==> src/rtl/fetch_unit.sv <==
// fetch_unit: instruction fetch stage in front of the 32x8 program/data RAM.
// Holds the program counter, issues single-byte reads to a RAM with registered
// read data, latches each fetched byte into INSTR and offers it to the execute
// stage over a valid/ready handshake. Supports execute-stage bus ownership
// (BUS_BUSY), jumps that flush the pipeline, and a halt opcode.
//
// Ports:
//   CLOCK        in   system clock, rising edge
//   RESET        in   asynchronous, active-high reset
//   Q_IN         in   RAM read data, valid one edge after the address is issued
//   BUS_BUSY     in   execute stage owns the RAM this cycle
//   ADDR         out  RAM address (always PC)
//   RD_EN        out  fetch owns the RAM this cycle
//   INSTR        out  instruction register
//   OPCODE       out  INSTR opcode field (top OPC_W bits)
//   OPERAND      out  INSTR operand field (low bits)
//   INSTR_VALID  out  INSTR holds an unconsumed instruction
//   INSTR_READY  in   execute accepts INSTR this cycle
//   JUMP         in   load PC from JUMP_ADDR and flush
//   JUMP_ADDR    in   jump target
//   PC           out  current program counter
//   HALTED       out  fetch stopped after a halt opcode was consumed
//
// state   | meaning
// ISSUE   | address on the RAM, waiting for the bus to be free
// CAPTURE | RAM data valid, latched into INSTR at this edge
// HOLD    | INSTR valid, waiting for the execute handshake
// HALT    | halt opcode consumed, only JUMP or RESET leaves

module fetch_unit #(
    parameter int                 ADDR_W   = 5,
    parameter int                 DATA_W   = 8,
    parameter int                 OPC_W    = 3,
    parameter logic [ADDR_W-1:0]  RESET_PC = '0,
    parameter logic [OPC_W-1:0]   HALT_OPC = 3'b111
) (
    input  logic                    CLOCK,
    input  logic                    RESET,
    input  logic [DATA_W-1:0]       Q_IN,
    input  logic                    BUS_BUSY,
    output logic [ADDR_W-1:0]       ADDR,
    output logic                    RD_EN,
    output logic [DATA_W-1:0]       INSTR,
    output logic [OPC_W-1:0]        OPCODE,
    output logic [ADDR_W-1:0]       OPERAND,
    output logic                    INSTR_VALID,
    input  logic                    INSTR_READY,
    input  logic                    JUMP,
    input  logic [ADDR_W-1:0]       JUMP_ADDR,
    output logic [ADDR_W-1:0]       PC,
    output logic                    HALTED
);

    typedef enum logic [1:0] {
        ISSUE   = 2'd0,
        CAPTURE = 2'd1,
        HOLD    = 2'd2,
        HALT    = 2'd3
    } state_t;

    state_t              state_q, state_d;
    logic [ADDR_W-1:0]   pc_q, pc_d;
    logic [DATA_W-1:0]   instr_q, instr_d;
    logic                rd_en;

    always_ff @(posedge CLOCK or posedge RESET) begin
        if (RESET) begin
            state_q <= ISSUE;
            pc_q    <= RESET_PC;
            instr_q <= '0;
        end else begin
            state_q <= state_d;
            pc_q    <= pc_d;
            instr_q <= instr_d;
        end
    end

    always_comb begin
        state_d = state_q;
        pc_d    = pc_q;
        instr_d = instr_q;
        rd_en   = 1'b0;

        case (state_q)
            ISSUE: begin
                rd_en = !BUS_BUSY;
                if (!BUS_BUSY) begin
                    state_d = CAPTURE;
                end
            end
            CAPTURE: begin
                // BUS_BUSY does not matter here: Q_IN was registered by the RAM
                // at the previous edge from our own address.
                instr_d = Q_IN;
                pc_d    = pc_q + {{(ADDR_W-1){1'b0}}, 1'b1};
                state_d = HOLD;
            end
            HOLD: begin
                if (INSTR_READY) begin
                    state_d = (instr_q[DATA_W-1 -: OPC_W] == HALT_OPC) ? HALT : ISSUE;
                end
            end
            HALT: begin
                state_d = HALT;
            end
            default: begin
                state_d = ISSUE;
            end
        endcase

        // A jump overrides everything: a concurrent handshake is dropped and
        // data arriving in CAPTURE is thrown away (INSTR keeps its old value).
        if (JUMP) begin
            pc_d    = JUMP_ADDR;
            instr_d = instr_q;
            state_d = ISSUE;
        end
    end

    assign ADDR        = pc_q;
    assign PC          = pc_q;
    assign RD_EN       = rd_en;
    assign INSTR       = instr_q;
    assign OPCODE      = instr_q[DATA_W-1 -: OPC_W];
    assign OPERAND     = instr_q[DATA_W-OPC_W-1:0];
    assign INSTR_VALID = (state_q == HOLD);
    assign HALTED      = (state_q == HALT);

endmodule

==> config.mk <==
export PLATFORM = sky130hd
export DESIGN_NAME = fetch_unit
export DESIGN_NICKNAME = d
export VERILOG_FILES = /design/src/rtl/fetch_unit.sv
export SDC_FILE = /design/constraint.sdc
export NUM_CORES = 1
export LEC_CHECK = 0
export ABC_AREA = 1
export ABC_CLOCK_PERIOD_IN_PS = 1520
export BUFFER_PORTS_ARGS = -buffer_cell sky130_fd_sc_hd__clkbuf_2
export CELL_PAD_IN_SITES_DETAIL_PLACEMENT = 0
export CELL_PAD_IN_SITES_GLOBAL_PLACEMENT = 1
export CORE_AREA = 2 2 58 60
export CTS_BUF_LIST = sky130_fd_sc_hd__clkbuf_16
export DETAILED_ROUTE_END_ITERATION = 16
export DIE_AREA = 0 0 60 62
export PLACE_DENSITY = 0.86
export SLEW_MARGIN = 20
export SYNTH_ARGS = -nofsm -noshare
export SYNTH_HDL_FRONTEND = slang
export SYNTH_SLANG_ARGS = --single-unit
==> constraint.sdc <==
create_clock -name CLOCK -period 1.52 [get_ports CLOCK]
set_input_delay 0.076 -clock CLOCK [delete_from_list [all_inputs] [get_ports CLOCK]]
set_output_delay 0.076 -clock CLOCK [all_outputs]
set_load 0.01 [all_outputs]
==> impl_metrics.toml <==
[layout]
area_delta_synth_final_pct = 27.8
final_common_cell = "clkbuf_2"
nets = 166
antennaDiodeCount = 0
final_cell_mix = "46 x clkbuf_2, 42 x nand2_1, 15 x dfrtp_1"
drive_gt1_share_pct = 39.7

[job]
drv_cap = 0

[synthesis]
syn_nets = 130
ys_types = 19
yosys_warnings = 0
synth-compound-area-share_pct = 5.17
synth_top_family_by_area = "simple AND/OR/NAND/NOR gates"
synth_fa_ha_area_share_pct = 1.40
muxShareOfSynthArea_pct = 0
ys_seq_area_share_pct = 42.0
syn_area_sq_um = 895
synthSimpleGateAreaFrac_pct = 32.4
syn_area_per_cell_sq_um = 8.06
synth-xor-area-share_pct = 0.979
ys_ff_latch = 15
synth_cells = 111

[power_and_ir_drop]
p_leak_nw = 0.651
vdd_drop_max_mv = 0.387
powerDensity_nw_per_um2 = 1530
power.total_mw = 1.75

[clocking]
cts_setup_buffers = 0
cts_buffers = 3
post_cts_resize_count = 0
cts.clk_slew.worst_paths_ns = 0.05
clk_path_buf_depth = 2
clockRootBuffer = "clkbuf_16"
cts.sinks = 15
cts_hold_buf = 1
htree_levels = 1
clk_latency_ns = 0.24
cts_tree = "done"

[grt]
grtUsageTotal_pct = 11.1
antenna_found_initial = 0
grt_max_degree = 16
grt_overflow = 0
grt_pass1_vias = 683
grt_pass1_wl_mm = 3.02

[setup_path]
critPathCapture = "RD_EN"
r2r-end = "ADDR[4]$_DFFE_PP0P_"
max_stage_delay_ns = 0.49
worst_setup_path_start_kind = "register"
critical-path-top-delay-family = "flip-flops"
cp_common_cell = "nor2_1"
cp.required_ns = 1.44
critPathMaxFanout = 8
crit_cells = 4
r2r_start = "state_q[1]$_DFFE_PP0P_"
ff2ff_setup_slack_ns = 0.38
critPathLaunch = "state_q[0]$_DFFE_PP0P_"
slowest_stage = "dfrtp_1"
cp-end-kind = "output port"
path_cells = "nor2_1 > inv_1 > nor2_1 > clkbuf_2"
crit_buf_inv = 2
critPathKind = "reg2out"
critPathArrivalTime_ns = 1.21
rr_worst_depth = 5

[floorplanning]
core-area_sq_um = 3180
die_h_um = 62
die_area_sq_um = 3720
io_pins = 47
start_util_pct = 28.1
num_rows = 21
die_x_um = 60

[place]
place.port_buffers = 46
dp_hpwl_mm = 1.48
gp_congestion = 0.708

[sta]
fin_setup_tns_ns = 0
hold_ws_ns = 0.0289
fin_crit_sh_pct = 84.6
finalClockSkew_ns = 0.00192
finalHoldViolCount = 0
relSlewSlack_pct = 61.7
max_freq_ghz = 0.778
rsz0062_at_grt = "false"
tightestPinTransition_ns = 0.574
slew_violations = 0
setup_violations = 0
timing.final.crit_period_ns = 1.29

[status]
status = "finished clean"

[routing]
wl_per_cell_um = 10.1
drtIter0Drc = 33
firstDrtPassIters = 4
drc_errors = 0
via_per_inst = 4.10
routed-via-count = 788
finalWirelength_mm = 1.93
ant_nets = 0

[min_path]
hp-class = "in2reg"
==> power breakdown <==
group          switching, mW  internal (mW)  total [mW]  leakage, nW
logic                  0.334          0.261       0.595        0.423
registers              0.139          0.519       0.658        0.186
clock network          0.149          0.347       0.496       0.0423
total                  0.622           1.13        1.75        0.651
==> cells by family (layout without fill, tap and decap cells) <==
family	count (synthesis)	after routing
flops	15	15
fa+ha+maj	1	1
compound gates	5	5
buf+inv	25	60
simple gates	64	64
xor+xnor	1	1
==> worst min path at each step <==
stage,start,endpoint,depth (start not counted)
floorplan,RESET,ADDR[0]$_DFFE_PP0P_,1
global placement,RESET,INSTR[1]$_DFFE_PP0P_,2
detailed placement,RESET,INSTR[1]$_DFFE_PP0P_,2
CTS,Q_IN[0],INSTR[0]$_DFFE_PP0P_,3
global route,Q_IN[0],INSTR[0]$_DFFE_PP0P_,3
finish,Q_IN[5],INSTR[5]$_DFFE_PP0P_,3
==> per-stage QoR <==
stage | util (%) | instances | worst slack, ns | area, sq um
6_report | 36.0 | 192 | 0.235 | 1140
5_1_grt | 36.0 | 192 | 0.171 | 1140
2_1_floorplan | - | 111 | 0.414 | 895
3_3_place_gp | 33.2 | 187 | 0.409 | 1050
3_5_place_dp | 33.2 | 187 | 0.379 | 1050
4_1_cts | 36.0 | 192 | 0.221 | 1140
==> final cells by class <==
| cell class | instances | area [sq um] |
|---|---|---|
| Inverter | 9 | 33.8 |
| Clock buffer | 3 | 75.1 |
| Fill cell | 339 | 2040 |
| Sequential cell | 15 | 375 |
| Timing Repair Buffer | 47 | 240 |
| Clock inverter | 1 | 3.75 |
| Tap cell | 46 | 57.6 |
| Multi-Input combinational cell | 71 | 358 |
==> worst reg2reg max path: stages (launching register included) <==
cell,delay (ns)
dfrtp_1,0.42
inv_2,0.14
nand2_4,0.07
nor2_4,0.25
nand3_1,0.12
nand3_1,0.07
==> per-layer routing <==
layer / global-route usage, % / wire length, um / up-vias
met5: 0 / 0 / -
met4: 7.62 / 27 / 0
met3: 1.86 / 95 / 2
met2: 16.8 / 882 / 33
met1: 14.5 / 925 / 351
li1: - / - / 402
==> Yosys cell counts, drive strengths merged <==
cell / instances / area, sq um
dfrtp: 15 / 375
nand4: 2 / 12.5
nand3: 9 / 60.1
nand2: 43 / 169
nor2: 9 / 41.3
o21bai: 1 / 7.51
inv: 9 / 33.8
buf: 16 / 128
ha: 1 / 12.5
xor2: 1 / 8.76
nand3b: 1 / 7.51
o211ai: 1 / 12.5
a21oi: 3 / 26.3
==> flip-flops by register name, indices dropped and copies added, names as in the netlist <==
register and flops:
INSTR 8, ADDR 5, state_q 2
No activity file was read; power rests on OpenSTA's default activity.
